[config.mk]
export PLATFORM = sky130hd
export DESIGN_NAME = seq_shifter
export DESIGN_NICKNAME = d
export VERILOG_FILES = /design/src/rtl/seq_shifter.sv
export SDC_FILE = /design/constraint.sdc
export NUM_CORES = 1
export LEC_CHECK = 0
export ABC_CLOCK_PERIOD_IN_PS = 1800
export BUFFER_PORTS_ARGS = -buffer_cell sky130_fd_sc_hd__buf_2
export CAP_MARGIN = 5
export CELL_PAD_IN_SITES_DETAIL_PLACEMENT = 0
export CELL_PAD_IN_SITES_GLOBAL_PLACEMENT = 2
export CORE_UTILIZATION = 29
export CTS_CLUSTER_DIAMETER = 60
export DETAILED_ROUTE_END_ITERATION = 6
export PLACE_DENSITY_LB_ADDON = 0.1
export SYNTH_ARGS = -nofsm -noshare
export SYNTH_HDL_FRONTEND = slang
export SYNTH_SLANG_ARGS = --single-unit
[constraint.sdc]
create_clock -name clk -period 1.8 [get_ports clk]
set_clock_uncertainty 0.2 [all_clocks]
set_input_delay 0.09 -clock clk [delete_from_list [all_inputs] [get_ports clk]]
set_output_delay 0.09 -clock clk [all_outputs]
set_load 0.02 [all_outputs]
[src/rtl/seq_shifter.sv]
// ---------------------------------------------------------------------------
// seq_shifter
//
// Multi-cycle serial shift/rotate unit used by the execute stage. An operand
// is captured on a start request and then moved one bit position per clock
// until the latched count reaches zero. After that the result is published
// on data_out for one cycle, marked by a single-cycle done pulse.
//
// Parameters:
//   WIDTH  data width in bits (>= 2)
//   AMT_W  width of the shift-amount port. Amounts may exceed WIDTH.
//
// Ports:
//   clk        system clock. All state updates on the rising edge.
//   rst        synchronous active-high reset. Overrides every other input.
//   start      operation request. Sampled only while idle.
//   mode       00=SLL, 01=SRL, 10=SRA, 11=ROL. Sampled with start.
//   amt        shift count. Sampled with start.
//   data_in    operand. Sampled with start.
//   busy       high while an operation is shifting or presenting its result.
//   done       one-cycle pulse. The result is valid on data_out.
//   data_out   result register. Holds the last result until the next done.
//   state_dbg  registered FSM state (00=IDLE, 01=SHIFT, 10=DONE).
//
// Handshake: the requester raises start for one cycle while busy is low.
// The request is accepted on that edge, and busy rises on the next cycle.
// A start seen while busy is high is dropped and is not queued. The
// requester must wait for busy to fall before it issues a new request.
// done is asserted for exactly one cycle, and in that cycle data_out
// carries the result.
// ---------------------------------------------------------------------------
module seq_shifter #(
    parameter int WIDTH = 16,
    parameter int AMT_W = 4
) (
    input  logic             clk,
    input  logic             rst,
    input  logic             start,
    input  logic [1:0]       mode,
    input  logic [AMT_W-1:0] amt,
    input  logic [WIDTH-1:0] data_in,
    output logic             busy,
    output logic             done,
    output logic [WIDTH-1:0] data_out,
    output logic [1:0]       state_dbg
);

    typedef enum logic [1:0] {
        S_IDLE  = 2'd0,
        S_SHIFT = 2'd1,
        S_DONE  = 2'd2
    } state_e;

    localparam logic [1:0] MODE_SLL = 2'b00;
    localparam logic [1:0] MODE_SRL = 2'b01;
    localparam logic [1:0] MODE_SRA = 2'b10;
    localparam logic [1:0] MODE_ROL = 2'b11;

    localparam logic [AMT_W-1:0] CNT_ONE = {{(AMT_W-1){1'b0}}, 1'b1};

    state_e             state_q, state_d;
    logic [WIDTH-1:0]   work_q, work_d;
    logic [AMT_W-1:0]   cnt_q, cnt_d;
    logic [1:0]         mode_q, mode_d;
    logic [WIDTH-1:0]   data_out_q, data_out_d;
    logic [WIDTH-1:0]   step_d;

    // One-bit step of the working register. The step is selected by the
    // latched mode, so changes on the mode port during an operation have
    // no effect.
    always_comb begin
        step_d = work_q;
        case (mode_q)
            MODE_SLL: step_d = {work_q[WIDTH-2:0], 1'b0};
            MODE_SRL: step_d = {1'b0, work_q[WIDTH-1:1]};
            MODE_SRA: step_d = {work_q[WIDTH-1], work_q[WIDTH-1:1]};
            MODE_ROL: step_d = {work_q[WIDTH-2:0], work_q[WIDTH-1]};
            default:  step_d = work_q;
        endcase
    end

    // Next-state logic. Amounts of WIDTH or more need no special handling.
    // Repeated single steps saturate naturally: shifts reach zero or the
    // sign fill, and a rotate wraps modulo WIDTH.
    always_comb begin
        state_d    = state_q;
        work_d     = work_q;
        cnt_d      = cnt_q;
        mode_d     = mode_q;
        data_out_d = data_out_q;

        case (state_q)
            S_IDLE: begin
                if (start) begin
                    work_d  = data_in;
                    cnt_d   = amt;
                    mode_d  = mode;
                    state_d = S_SHIFT;
                end
            end

            S_SHIFT: begin
                if (cnt_q != '0) begin
                    // The count only decrements while non-zero, so it
                    // never wraps.
                    work_d = step_d;
                    cnt_d  = cnt_q - CNT_ONE;
                end else begin
                    data_out_d = work_q;
                    state_d    = S_DONE;
                end
            end

            S_DONE: begin
                // Back-to-back accept is not allowed here. A new request is
                // taken only in the idle cycle that follows.
                state_d = S_IDLE;
            end

            default: begin
                state_d = S_IDLE;
            end
        endcase
    end

    always_ff @(posedge clk) begin
        if (rst) begin
            state_q    <= S_IDLE;
            work_q     <= '0;
            cnt_q      <= '0;
            mode_q     <= '0;
            data_out_q <= '0;
        end else begin
            state_q    <= state_d;
            work_q     <= work_d;
            cnt_q      <= cnt_d;
            mode_q     <= mode_d;
            data_out_q <= data_out_d;
        end
    end

    // Status is decoded from the registered state only, so there is no
    // combinational path from any input to any output.
    assign busy      = (state_q == S_SHIFT) || (state_q == S_DONE);
    assign done      = (state_q == S_DONE);
    assign data_out  = data_out_q;
    assign state_dbg = state_q;

endmodule

; Word-level counts from Yosys, hierarchy flattened
; Cells that the tools add are included.
[totals]
input_bits = 25
latchBits = 0
output_inout_bits = 20
memories = 0
elab_cells = 37
reg_bits = 40
ramBits = 0
rom_bits = 0
[classes]
reduce_logical = 10
shift = 0
mux = 10
add_sub_neg = 1
eq_ne = 9
div = 0
n_bitwise = 1
order_cmp = 0
n_mul = 0
[op_table]
columns = cell, count
row1 = 16-bit one-hot mux with 4 select lines, 1
row2 = 16-bit two-way mux, 2
row3 = 16-bit one-hot mux with 2 select lines, 1
row4 = 4-bit two-way mux, 2
row5 = 2-bit inequality test (second input constant), 4
row6 = 4-bit one-hot mux with 2 select lines, 1
row7 = 2-bit equality test (second input constant), 3
row8 = 2-bit AND reduction, 3
row9 = 2-bit by 1-bit equality test with 1-bit output (second input constant), 2
row10 = 2-bit logical NOT, 2
row11 = 2-bit two-way mux, 2
row12 = 2-bit one-hot mux with 2 select lines, 1
row13 = 4-bit AND reduction, 1
row14 = 4-bit nonzero test, 1
row15 = 4-bit by 1-bit subtractor with 4-bit output (second input constant), 1
row16 = 3-bit AND reduction, 1
row17 = 2-bit nonzero test, 1
row18 = 1-bit logical OR, 1
row19 = 1-bit NOT, 1

; Logic depth before layout (Yosys ltp)
; Gate-level depths: netlist (run 1).
[logic_depth]
depth_word = 4
ltp_mapped = 9
ltp_nobuf = 6

; Worst setup path after synthesis (run 1)
; No wires, ideal clock.
[synth_timing]
kind = reg-to-reg
start = reg state_q[0], in the netlist state_dbg[0]
end = reg work_q[6]
required_time_ns = 1.504
setup_ns = 0.096
path_buffers = 3
path_stages_with_launch = 9
arrival_ns = 1.727
period_less_slack_ns = 2.023
path_slack_ns = -0.223
path_cell_list = dfxtp_1 inv_1 ha_1 buf_4 mux2i_1 nand2b_4 buf_6 buf_4 o41ai_2
[synth_via]
elab_chain_len = 3
elab_cells_between_ends = 7
[synth_lines]
columns = element, line_no
row1 = "start, declared", 61  ; state_e state_q, state_d;
row2 = "start signal, assigned", 134  ; state_q <= state_d;
row3 = 2-bit by 1-bit equality test with 1-bit output / 2-bit logical NOT (equally long branches), 92  ; case (state_q)
row4 = 2-bit inequality test (no line) / 2-bit nonzero test (equally long branches), n/a
row5 = 3-bit AND reduction (no line), n/a
row6 = "end signal, assigned", 135  ; work_q <= work_d;
row7 = "end, declared", 62  ; logic [WIDTH-1:0] work_q, work_d;
; Parallel ways exist; a longest one is shown, timed or not.
; A chain may end at the register's enable or synchronous reset.

; Worst setup path in the final report (run 1)
[layout_timing]
start = reg state_q[1], in the netlist state_dbg[1]
end = reg mode_q[1]
[layout_via]
elab_chain_len = 2
[layout_lines]
columns = element, line_no
row1 = 2-bit logical NOT, 92
row2 = 2-bit AND reduction (no line), n/a
row3 = "end signal, assigned", 137  ; mode_q <= mode_d;
row4 = "end, declared", 64  ; logic [1:0] mode_q, mode_d;
; Every way passes these cells.

==> out/qor.yml, run 1 <==
status:
  status: "completed"
synth:
  synth_cell_types: 31
  ys_seq_area_share_pct: 36.7
  yosys_warnings: 0
  ys.flop_type: "dfxtp_1"
  ys_ff_latch: 40
  synthesis.nets: 290
  avgSynthCellArea_um2: 8.36
  synthCells: 261
  netlist_area_mm2: 0.00218
  async_flop_share_pct: 0
  synth-edff-count: 0
place:
  place_ws_ns: 0.0576
  dp.cells: 398
  place.gp.congestion: 0.741
  place_area_mm2: 0.00261
  port-buffer-count: 44
  hpwlAfterDp_mm: 3.72
sta:
  setup_violations: 0
  finalCritPeriodShare_pct: 95.9
  fmax_ghz: 0.579
  worstMarginPinSlew_ns: 0.262
  tns_ns: 0
  timing.final.ws_setup_ns: 0.0739
  fin_crit_ns: 1.73
  hold_viol: 0
  drv_slew: 0
  maxSlewHeadroom_pct: 82.4
  holdWs_ns: 0.0809
finish:
  finalNetCount: 362
  drive_above_1_share_pct: 30.5
  fin_area_mm2: 0.00306
  post-route-util_pct: 42.2
  diodes: 0
  layout.cells.non_filler: 433
  area_growth_pct: 40.3
worst_setup_path:
  critPathMaxStageDelay_ns: 0.55
  crit_fanout: 6
  reg2reg_from: "state_dbg[1]$_SDFFE_PP0P_"
  cp_data_arrival_time_ns: 1.75
  crit_type: "reg2reg"
  cp-end-kind: "flop"
  crit_slowest_cell: "dlygate4sd3_1"
  startpoint_type: "flop"
  r2r_setup_slack_ns: 0.07
  crit-reg2reg-capture: "mode_q[1]$_SDFFE_PP0P_"
  crit_required_ns: 1.83
  r2r_cells: 6
  cp_cell_sequence: "inv_4 -> ha_4 -> buf_6 -> nand3_1 -> dlygate4sd3_1 -> a21oi_1"
grt:
  grt_max_degree: 34
  antenna_found_initial: 0
  gr-usage-met2_pct: 25.2
  grt_pass1_wl_mm: 9.07
  grt_pass1_vias: 1894
  grt_usage_pct: 15.2
  globalRouteOverflowTotal: 0
  grt_util_met1_pct: 20.0
  grt_busiest_layer: "met2"
  use_met3_pct: 3.08
clocking:
  htree_levels: 2
  cts_made_buffers: 5
  clock_latency_ns: 0.29
  cts.clk_slew.worst_paths_ns: 0.09
  cts_sinks: 40
  clockBufferDepth: 2
  cts_tree: "yes"
  root_buffer: "clkbuf_8"
floorplanning:
  die-width_um: 88.7
  fp.dieArea_mm2: 0.00788
  rows: 31
  die_y_um: 88.7
  io_pins: 45
  core_mm2: 0.00725
  initial_core_util_pct: 30.1
route:
  drt_iter0_markers: 57
  drcViolationCount: 0
  ant_nets: 0
  routed_wl_mm: 5.64
  routed-via-count: 1962
  first_pass_iters: 4
  post_drt_via_cell_ratio: 4.53
  wl_per_cell_um: 13.0
worst_hold_path:
  hold_depth: 5
  min_from: "amt[2]"
  hold_end: "cnt_q[2]$_SDFFE_PP0P_"
  hp-class: "in2reg"
power_and_ir_drop:
  irDropWorstVdd_uv: 389
  powerDensity_mw_per_mm2: 978
  power_mw: 2.99
  leakagePower_nw: 1.29
run:
  drv_cap: 0
[what timing repair did]
action / in CTS / in global routing
setup buffers: 0 / 3
setup endpoints to repair: 0 / 32
gates resized for setup: 0 / 12
endpoints found under the hold margin: 24 / 0
hold buffers: 24 / 0
[area by class of cell]
cell class | instances | area, µm²
Fill cell | 787 | 4190
Multi-Input combinational cell | 191 | 1260
Sequential cell | 40 | 812
Timing Repair Buffer | 88 | 709
Tap cell | 99 | 124
Clock buffer | 6 | 82.6
Clock inverter | 2 | 38.8
Inverter | 7 | 28.8
[cell families (layout without fill, tap and decap cells)]
| group | count (synthesis) | count (layout) | synth area share [%] |
|---|---|---|---|
| adder cells (fa/ha/maj) | 4 | 4 | 2.29 |
| AO/OA/AOI/OAI | 54 | 54 | 21.0 |
| XOR/XNOR | 3 | 3 | 2.92 |
| multiplexers | 3 | 3 | 1.43 |
| AND/OR/NAND/NOR | 127 | 127 | 27.9 |
| flip-flops | 40 | 40 | 36.7 |
| buffers and inverters | 30 | 103 | 7.74 |
[how the worst max path moves through the flow]
stage	startpoint	to	slack, ns	cells past startpoint
after floorplan	state_dbg[0]$_SDFFE_PP0P_	work_q[6]$_SDFFE_PP0P_	-0.02	8
after global placement	state_dbg[1]$_SDFFE_PP0P_	cnt_q[3]$_SDFFE_PP0P_	0.09	6
after detailed placement	mode_q[1]$_SDFFE_PP0P_	work_q[9]$_SDFFE_PP0P_	0.06	6
after CTS	mode_q[1]$_SDFFE_PP0P_	work_q[9]$_SDFFE_PP0P_	0.02	6
after global routing	cnt_q[0]$_SDFFE_PP0P_	cnt_q[1]$_SDFFE_PP0P_	-0.02	7
final	state_dbg[1]$_SDFFE_PP0P_	mode_q[1]$_SDFFE_PP0P_	0.07	6
[layout by cell type (no fill, tap or decap), types with 4 or more instances in the layout]
cell / instances
o41ai_2: 15
and3_1: 14
nand3_1: 4
buf_2: 44
buf_12: 7
nand3b_1: 15
nor2_1: 18
dfxtp_1: 35
nand2_1: 68
clkbuf_8: 6
buf_4: 10
o21ai_0: 4
a21oi_1: 28
dlygate4sd3_1: 24
inv_1: 5
[registers in the layout, summed over array words and instances, names as in the netlist]
register / flops
work_q: 16
state_dbg: 2
data_out: 16
mode_q: 2
cnt_q: 4
[per-layer routing]
| metal | up-vias | share of wire (%) | wire (µm) |
|---|---|---|---|
| met5 | - | 0 | 0 |
| met4 | 0 | 1.0 | 59 |
| met3 | 4 | 2.6 | 148 |
| met2 | 31 | 47 | 2670 |
| met1 | 891 | 49 | 2770 |
| li1 | 1036 | - | - |
[cell usage after synthesis (all sizes together) (7+ instances only)]
library cell  count  share of area (%)
buf              15                5.2
o41ai            15                 11
inv               7                1.2
nor2             18                3.1
and3             14                4.0
clkbuf            8                1.4
nand3b           15                5.2
a21oi            28                6.4
dfxtp            40                 37
nand2            68                 12
[power by group]
part,switching (mW),internal (mW)
logic,0.547,0.521
clock network,0.348,0.454
registers,0.121,1.00
total,1.02,1.98
[critical path: cells and delay by family (launching register included)]
family          cells  cell delay [ns]
compound gates      1             0.14
fa+ha+maj           1             0.16
buf+inv             3             0.75
flops               1             0.35
simple gates        1             0.06
Power figures use the tool's default switching activity.
==> inputs of run 2 (changes only) <==
--- a/config.mk
+++ b/config.mk
@@ -5,12 +5,12 @@
 export SDC_FILE = /design/constraint.sdc
 export NUM_CORES = 1
 export LEC_CHECK = 0
-export ABC_CLOCK_PERIOD_IN_PS = 1800
+export ABC_CLOCK_PERIOD_IN_PS = 1600
 export BUFFER_PORTS_ARGS = -buffer_cell sky130_fd_sc_hd__buf_2
 export CAP_MARGIN = 5
 export CELL_PAD_IN_SITES_DETAIL_PLACEMENT = 0
 export CELL_PAD_IN_SITES_GLOBAL_PLACEMENT = 2
-export CORE_UTILIZATION = 29
+export CORE_UTILIZATION = 32
 export CTS_CLUSTER_DIAMETER = 60
 export DETAILED_ROUTE_END_ITERATION = 6
 export PLACE_DENSITY_LB_ADDON = 0.1
==> constraint.sdc (replaced) <==
create_clock -name clk -period 1.6 [get_ports clk]
set_clock_uncertainty 0.2 [all_clocks]
set_input_delay 0.08 -clock clk [delete_from_list [all_inputs] [get_ports clk]]
set_output_delay 0.08 -clock clk [all_outputs]
set_load 0.02 [all_outputs]
==> run 2 against run 1 <==
Compared with the run above: the flow now finishes with violations (hold timing, setup timing); maximum frequency rose by 0.39%; total power up 16%; via count grew 3.3%; sequential power is 13% higher; first-iteration DRC count increased by 26%; critical path depth stayed put; clock power rose by 6.2%; global-route usage is 1.4 points higher; largest cell class unchanged.
==> out/qor.yml, run 2 (synthesis results as in run 1) <==
power_and_ir_drop:
  p_int_mw: 2.30  # +16%
  combPwrFrac_pct: 38.9  # +3.2 points
  p_seq_share_pct: 36.6  # -0.9 points
  powerDensity_mw_per_mm2: 1090  # +12%
  swShare_pct: 33.7  # -0.25 points
  irDropWorstVdd_uv: 430  # +11%
  leakagePower_nw: 1.37  # +6.1%
  power_frac_clock_pct: 24.5  # -2.3 points
  switchingPower_mw: 1.17  # +15%
  power_mw: 3.47  # +16%
grt:
  antenna_found_initial: 0  # unchanged
  grt_pass1_wl_mm: 9.59  # +5.8%
  grt_pass1_vias: 1967  # +3.9%
  globalRouteOverflowTotal: 0  # unchanged
  grt_usage_pct: 16.6  # +1.4 points
  grt_max_degree: 38  # +12%
clocking:
  cts.clk_slew.worst_paths_ns: 0.08  # about the same
  root_buffer: "clkbuf_8"
  cts_tree: "yes"
  clock_latency_ns: 0.29  # about the same
  clockBufferDepth: 2  # unchanged
  cts_hold_buf: 22  # -8.3%
  cts_sinks: 40  # unchanged
  cts_made_buffers: 5  # unchanged
  htree_levels: 2  # unchanged
floorplanning:
  io_pins: 45  # unchanged
  die-width_um: 84.6  # -4.7%
  rows: 29  # -6.5%
  core_mm2: 0.00646  # -11%
  initial_core_util_pct: 33.8  # +3.7 points
  fp.dieArea_mm2: 0.00715  # -9.2%
  die_y_um: 84.6  # -4.7%
place:
  port-buffer-count: 44  # unchanged
  dp.cells: 387  # -2.8%
  hpwlAfterDp_mm: 3.68  # -0.89%
  place.gp.congestion: 0.770  # +3.9%
  place_area_mm2: 0.00266  # +2.2%
route:
  drt_iter0_markers: 72  # +26%
  wl_per_cell_um: 13.0  # -0.16%
  ant_nets: 0  # unchanged
  routed-via-count: 2027  # +3.3%
  post_drt_via_cell_ratio: 4.77  # +5.3%
  routed_wl_mm: 5.53  # -2.0%
  first_pass_iters: 6  # +2
  drcViolationCount: 0  # unchanged
finish:
  seq_area_um2: 811  # -0.15%
  diodes: 0  # unchanged
  area_growth_pct: 45.8
  fin_area_mm2: 0.00318  # +4.0%
  layout_commonest_cell: "nand2_1"
  fillCellCount: 662  # -16%
  final_cell_mix: "68 x nand2_1, 43 x buf_2, 36 x dfxtp_1, 26 x buf_4, 24 x a21oi_1"
  layout.cells.non_filler: 425  # -1.8%
  finalNetCount: 376  # +3.9%
  drive_above_1_share_pct: 36.2  # +5.7 points
  multi_input_area_mm2: 0.00132  # +4.6%
sta:
  rsz0062_at_grt: "true"
  hold_viol: 1  # +1
  drv_slew: 0  # unchanged
  fin_crit_ns: 1.72  # -0.00667 ns
  timing.final.ws_setup_ns: -0.119  # -0.193 ns
  fmax_ghz: 0.582  # +0.39%
  setup_violations: 24  # +24
  finalCritPeriodShare_pct: 107  # +12 points
  maxSlewHeadroom_pct: 50.2  # -32 points
  worstMarginPinSlew_ns: 0.747  # +0.485 ns
  holdWs_ns: -0.0355  # -0.116 ns
worst_setup_path:
  cp_cell_sequence: "inv_4 -> ha_4 -> mux2i_4 -> nand2b_4 -> buf_12 -> o41ai_4"
  cp_data_arrival_time_ns: 1.72  # -0.03 ns
  startpoint_type: "flop"
  crit_fanout: 10  # +4
  crit_required_ns: 1.60  # -0.23 ns
  cp-end-kind: "flop"
  crit_slowest_cell: "dfxtp_4"
  crit_type: "reg2reg"
  critPathMaxStageDelay_ns: 0.39  # -0.16 ns
status:
  violations: "hold timing, setup timing"
  status: "complete, but fails checks"
worst_hold_path:
  hp-class: "in2reg"
run:
  drv_cap: 0  # unchanged
run 2: layout make-up:
class	instances	area share (%)
multi-input combinational	191	41.6
sequential	40	25.5
timing repair buffer	102	25.2
clock buffer	8	3.81
tap	77	3.03
inverter	7	0.904
run 2: power groups by stage:
| stage | logic [mW] | registers [mW] | clock network, mW |
|---|---|---|---|
| finish | 1.35 | 1.27 | 0.852 |
| global route | 1.48 | 1.30 | 0.928 |
| CTS | 1.29 | 1.27 | 0.886 |
| detailed placement | 1.15 | 1.28 | 0 |
| global placement | 1.14 | 1.29 | 0 |
| floorplan | 0.790 | 1.27 | 0 |
run 2: repair_timing:
item / 4_1_cts / 5_1_grt
pin swaps: 2 / 4
gates resized for setup: 16 / 13
hold endpoints to repair: 22 / 1
setup endpoints to repair: 38 / 39
gates cloned: 2 / 0
setup buffers: 2 / 4
run 2: worst max-delay path, delay by kind of cell, from the launching register on:
kind | cells | cell delay [ns]
AO/OA/AOI/OAI | 1 | 0.30
AND/OR/NAND/NOR | 1 | 0.19
flip-flops | 1 | 0.39
buffers and inverters | 2 | 0.20
multiplexers | 1 | 0.19
adder cells (fa/ha/maj) | 1 | 0.16
run 2: stage by stage:
| step | worst slack, ns | TNS (ns) | util (%) |
|---|---|---|---|
| final | -0.119 | -1.17 | 49.3 |
| after global routing | -0.193 | -3.94 | 49.3 |
| after CTS | -0.126 | -1.71 | 47.9 |
| after detailed placement | -0.128 | -2.96 | 41.2 |
| after global placement | -0.121 | -2.39 | 41.2 |
| after floorplan | -0.174 | -2.78 | - |
run 2: routing by layer:
layer | track usage, % | wire, µm
met1 | 22.7 | 2810
met2 | 27.3 | 2520
met3 | 3.24 | 158
met4 | 3.70 | 44
met5 | 0 | 0
run 2: worst paths after layout:
path / start / to / slack [ns] / cells past startpoint
max reg2reg: state_dbg[0]$_SDFFE_PP0P_ / work_q[14]$_SDFFE_PP0P_ / -0.12 / 6
min: start / cnt_q[3]$_SDFFE_PP0P_ / -0.04 / 4
min reg2reg: data_out[6]$_SDFFE_PP0P_ / data_out[6]$_SDFFE_PP0P_ / 0.25 / 2
max: state_dbg[0]$_SDFFE_PP0P_ / work_q[14]$_SDFFE_PP0P_ / -0.12 / 6
==> inputs of run 3 (changes only) <==
--- a/config.mk
+++ b/config.mk
@@ -5,15 +5,18 @@
 export SDC_FILE = /design/constraint.sdc
 export NUM_CORES = 1
 export LEC_CHECK = 0
+export ABC_AREA = 1
 export ABC_CLOCK_PERIOD_IN_PS = 1600
 export BUFFER_PORTS_ARGS = -buffer_cell sky130_fd_sc_hd__buf_2
 export CAP_MARGIN = 5
 export CELL_PAD_IN_SITES_DETAIL_PLACEMENT = 0
 export CELL_PAD_IN_SITES_GLOBAL_PLACEMENT = 2
-export CORE_UTILIZATION = 32
+export CORE_ASPECT_RATIO = 2
+export CORE_UTILIZATION = 29
 export CTS_CLUSTER_DIAMETER = 60
 export DETAILED_ROUTE_END_ITERATION = 6
 export PLACE_DENSITY_LB_ADDON = 0.1
+export SKIP_CTS_REPAIR_TIMING = 1
 export SYNTH_ARGS = -nofsm -noshare
 export SYNTH_HDL_FRONTEND = slang
 export SYNTH_SLANG_ARGS = --single-unit
==> run 3 against run 2 <==
Compared with the run above: combinational power rose by 19%; maximum frequency rose by 4.3%; synthesized cell count rose by 17%; final area fell by 1.8%; clock power rose by 44%; the flow still finishes with violations (hold timing, setup timing); worst hold slack improved by 0.024 ns; worst setup slack improved by 0.070 ns; first-iteration DRC count fell by 32%; clock-buffer cell count fell by 1; critical path depth rose by 5; global-route usage rose by 0.35 points; largest cell class unchanged; critical path type unchanged.
==> out/qor.yml, run 3 <==
synth:
  synthTopCellsByArea: "dfxtp_1 38%, nand2_1 15%, a21oi_1 9.8%"
  synth_cell_types: 23  # -26%
  ys_seq_area_share_pct: 38.3  # +1.6 points
  synthCells: 306  # +17%
  ys.flop_type: "dfxtp_1"
  yosys_warnings: 0  # unchanged
  yosysMostFrequentCell: "nand2_1"
  synth.largest_area_cell: "dfxtp_1"
  netlist_area_mm2: 0.00209  # -4.2%
  synth_top_area_share_pct: 38.3  # +1.6 points
  synthesis.nets: 335  # +16%
  async_flop_share_pct: 0  # unchanged
  ys_ff_latch: 40  # unchanged
  synthTopCellsByCount: "81 x nand2_1, 45 x inv_1, 41 x a21oi_1"
  synth-edff-count: 0  # unchanged
  avgSynthCellArea_um2: 6.83  # -18%
clocking:
  clockBufferDepth: 2  # unchanged
  cts.clk_slew.worst_paths_ns: 0.06  # -0.02 ns
  cts_made_buffers: 5  # unchanged
  root_buffer: "clkbuf_16"
  clock_latency_ns: 0.29  # about the same
  cts_tree: "yes"
  htree_levels: 2  # unchanged
  cts_sinks: 40  # unchanged
sta:
  fin_crit_ns: 1.65  # -0.0703 ns
  holdWs_ns: -0.0115  # +0.0239 ns
  worstMarginPinSlew_ns: 0.282  # -0.466 ns
  finalCritPeriodShare_pct: 103  # -4.4 points
  timing.final.ws_setup_ns: -0.0492  # +0.0703 ns
  setup_violations: 16  # -33%
  fmax_ghz: 0.606  # +4.3%
  drv_slew: 0  # unchanged
  hold_viol: 2  # +1
  rsz0062_at_grt: "true"
  maxSlewHeadroom_pct: 81.2  # +31 points
worst_setup_path:
  r2r_setup_slack_ns: -0.05  # +0.07 ns
  reg2reg_from: "state_dbg[0]$_SDFFE_PP0P_"
  startpoint: "state_dbg[0]$_SDFFE_PP0P_"
  crit-reg2reg-capture: "work_q[3]$_SDFFE_PP0P_"
  cp-end-kind: "flop"
  r2r_cells: 11  # +5
  cp_data_arrival_time_ns: 1.64  # -0.08 ns
  crit_type: "reg2reg"
  crit_required_ns: 1.59  # about the same
  critPathMaxStageDelay_ns: 0.38  # about the same
  critPathCapture: "work_q[3]$_SDFFE_PP0P_"
  crit_slowest_cell: "dfxtp_4"
  cp_cell_sequence: "inv_4 -> ha_4 -> inv_2 -> nor2_2 -> nor2_4 -> nand2_8 -> buf_12 -> a21oi_2 -> nand2_1 -> nand2_1 -> inv_1"
  crit_fanout: 13  # +3
  startpoint_type: "flop"
  path_common_cell: "nand2_1"
power_and_ir_drop:
  p_int_mw: 2.69  # +17%
  irDropWorstVdd_uv: 606  # +41%
  swShare_pct: 34.2  # +0.55 points
  power_frac_clock_pct: 30.0  # +5.5 points
  powerDensity_mw_per_mm2: 1310  # +20%
  p_seq_share_pct: 30.6  # -6.0 points
  combPwrFrac_pct: 39.3  # +0.4 points
  leakagePower_nw: 1.53  # +12%
  switchingPower_mw: 1.40  # +20%
finish:
  finalNetCount: 415  # +10%
  multi_input_area_mm2: 0.00111  # -16%
  post-route-util_pct: 45.0  # -4.2 points
  drive_above_1_share_pct: 31.0  # -5.2 points
  final_cell_mix: "80 x nand2_1, 44 x buf_2, 42 x inv_1, 38 x dfxtp_1, 35 x a21oi_1"
  fillCellCount: 753  # +14%
  layout_commonest_cell: "nand2_1"
  diodes: 0  # unchanged
  seq_area_um2: 808  # -0.31%
  area_growth_pct: 49.6
floorplanning:
  fp.dieArea_mm2: 0.00757  # +5.8%
  rows: 43  # +48%
  io_pins: 45  # unchanged
  initial_core_util_pct: 30.1  # -3.7 points
  die_y_um: 122  # +44%
  core_mm2: 0.00694  # +7.5%
  die-width_um: 62.0  # -27%
grt:
  grt_pass1_vias: 1977  # +0.51%
  antenna_found_initial: 0  # unchanged
  grt_max_degree: 24  # -37%
  globalRouteOverflowTotal: 0  # unchanged
  grt_pass1_wl_mm: 9.33  # -2.7%
  grt_usage_pct: 17.0  # +0.35 points
route:
  post_drt_via_cell_ratio: 4.44  # -6.9%
  drcViolationCount: 0  # unchanged
  routed-via-count: 2118  # +4.5%
  ant_nets: 0  # unchanged
  first_pass_iters: 4  # -2
  drt_iter0_markers: 49  # -32%
  wl_per_cell_um: 12.7  # -2.7%
  routed_wl_mm: 6.04  # +9.2%
status:
  violations: "hold timing, setup timing"
  status: "complete, but fails checks"
place:
  place_ws_ns: -0.153  # -0.0254 ns
  place.gp.congestion: 0.747  # -3.0%
  hpwlAfterDp_mm: 4.11  # +12%
  port-buffer-count: 44  # unchanged
run:
  drv_cap: 0  # unchanged
worst_hold_path:
  min_from: "start"
  hp-class: "in2reg"
-- run 3: worst min path at each step --
stage	cells after the start	end
2_1_floorplan	2	mode_q[1]$_SDFFE_PP0P_
3_3_place_gp	3	mode_q[1]$_SDFFE_PP0P_
3_5_place_dp	3	mode_q[1]$_SDFFE_PP0P_
4_1_cts	3	mode_q[1]$_SDFFE_PP0P_
5_1_grt	5	state_dbg[1]$_SDFFE_PP0P_
6_report	5	state_dbg[1]$_SDFFE_PP0P_
-- run 3: layout make-up --
| class | count | share of cell area [%] |
|---|---|---|
| sequential | 40 | 25.9 |
| tap | 90 | 3.60 |
| timing repair buffer | 90 | 23.3 |
| clock inverter | 1 | 0.961 |
| multi-input combinational | 202 | 35.5 |
| clock buffer | 7 | 4.88 |
| inverter | 47 | 5.88 |
-- run 3: stage by stage --
stage	hold slack (ns)	instances	power [mW]	setup TNS (ns)	cell area, µm²
floorplan	0.0438	306	2.23	-0.00284	2130
global placement	0.137	444	2.67	-1.71	2570
detailed placement	0.142	444	2.67	-3.20	2570
CTS	-0.157	452	3.93	-4.18	2760
global route	0.0283	477	4.39	-2.16	3130
finish	-0.0115	477	4.09	-0.328	3130
-- run 3: kinds of logic after synthesis --
| logic type | after synthesis | share of synthesized area [%] |
|---|---|---|
| AO/OA/AOI/OAI | 78 | 20.5 |
| adder cells (fa/ha/maj) | 4 | 2.40 |
| buffers and inverters | 64 | 14.0 |
| flip-flops | 40 | 38.3 |
| AND/OR/NAND/NOR | 120 | 24.9 |
-- run 3: power groups by stage --
stage	Sequential (mW)	Combinational [mW]	Clock (mW)
finish	1.25	1.61	1.23
global route	1.28	1.81	1.30
CTS	1.25	1.41	1.27
detailed placement	1.27	1.40	0
global placement	1.27	1.40	0
floorplan	1.34	0.886	0
-- run 3: critical path, delay by kind of cell, from the launching register on --
| family | cells | cell delay [ns] |
|---|---|---|
| DFF | 1 | 0.38 |
| AOI/OAI and AO/OA | 1 | 0.11 |
| and+or+nand+nor | 5 | 0.41 |
| buffers and inverters | 4 | 0.28 |
| adders and majority gates | 1 | 0.17 |
-- run 3: routing by layer --
layer,part of all wire [%],track usage (%),vias up,wire length (µm)
met1,41,19.2,960,2460
met3,2.3,2.76,5,139
met4,1.6,6.67,0,99
met2,55,30.0,33,3340
li1,-,-,1120,-
met5,0,0,-,0
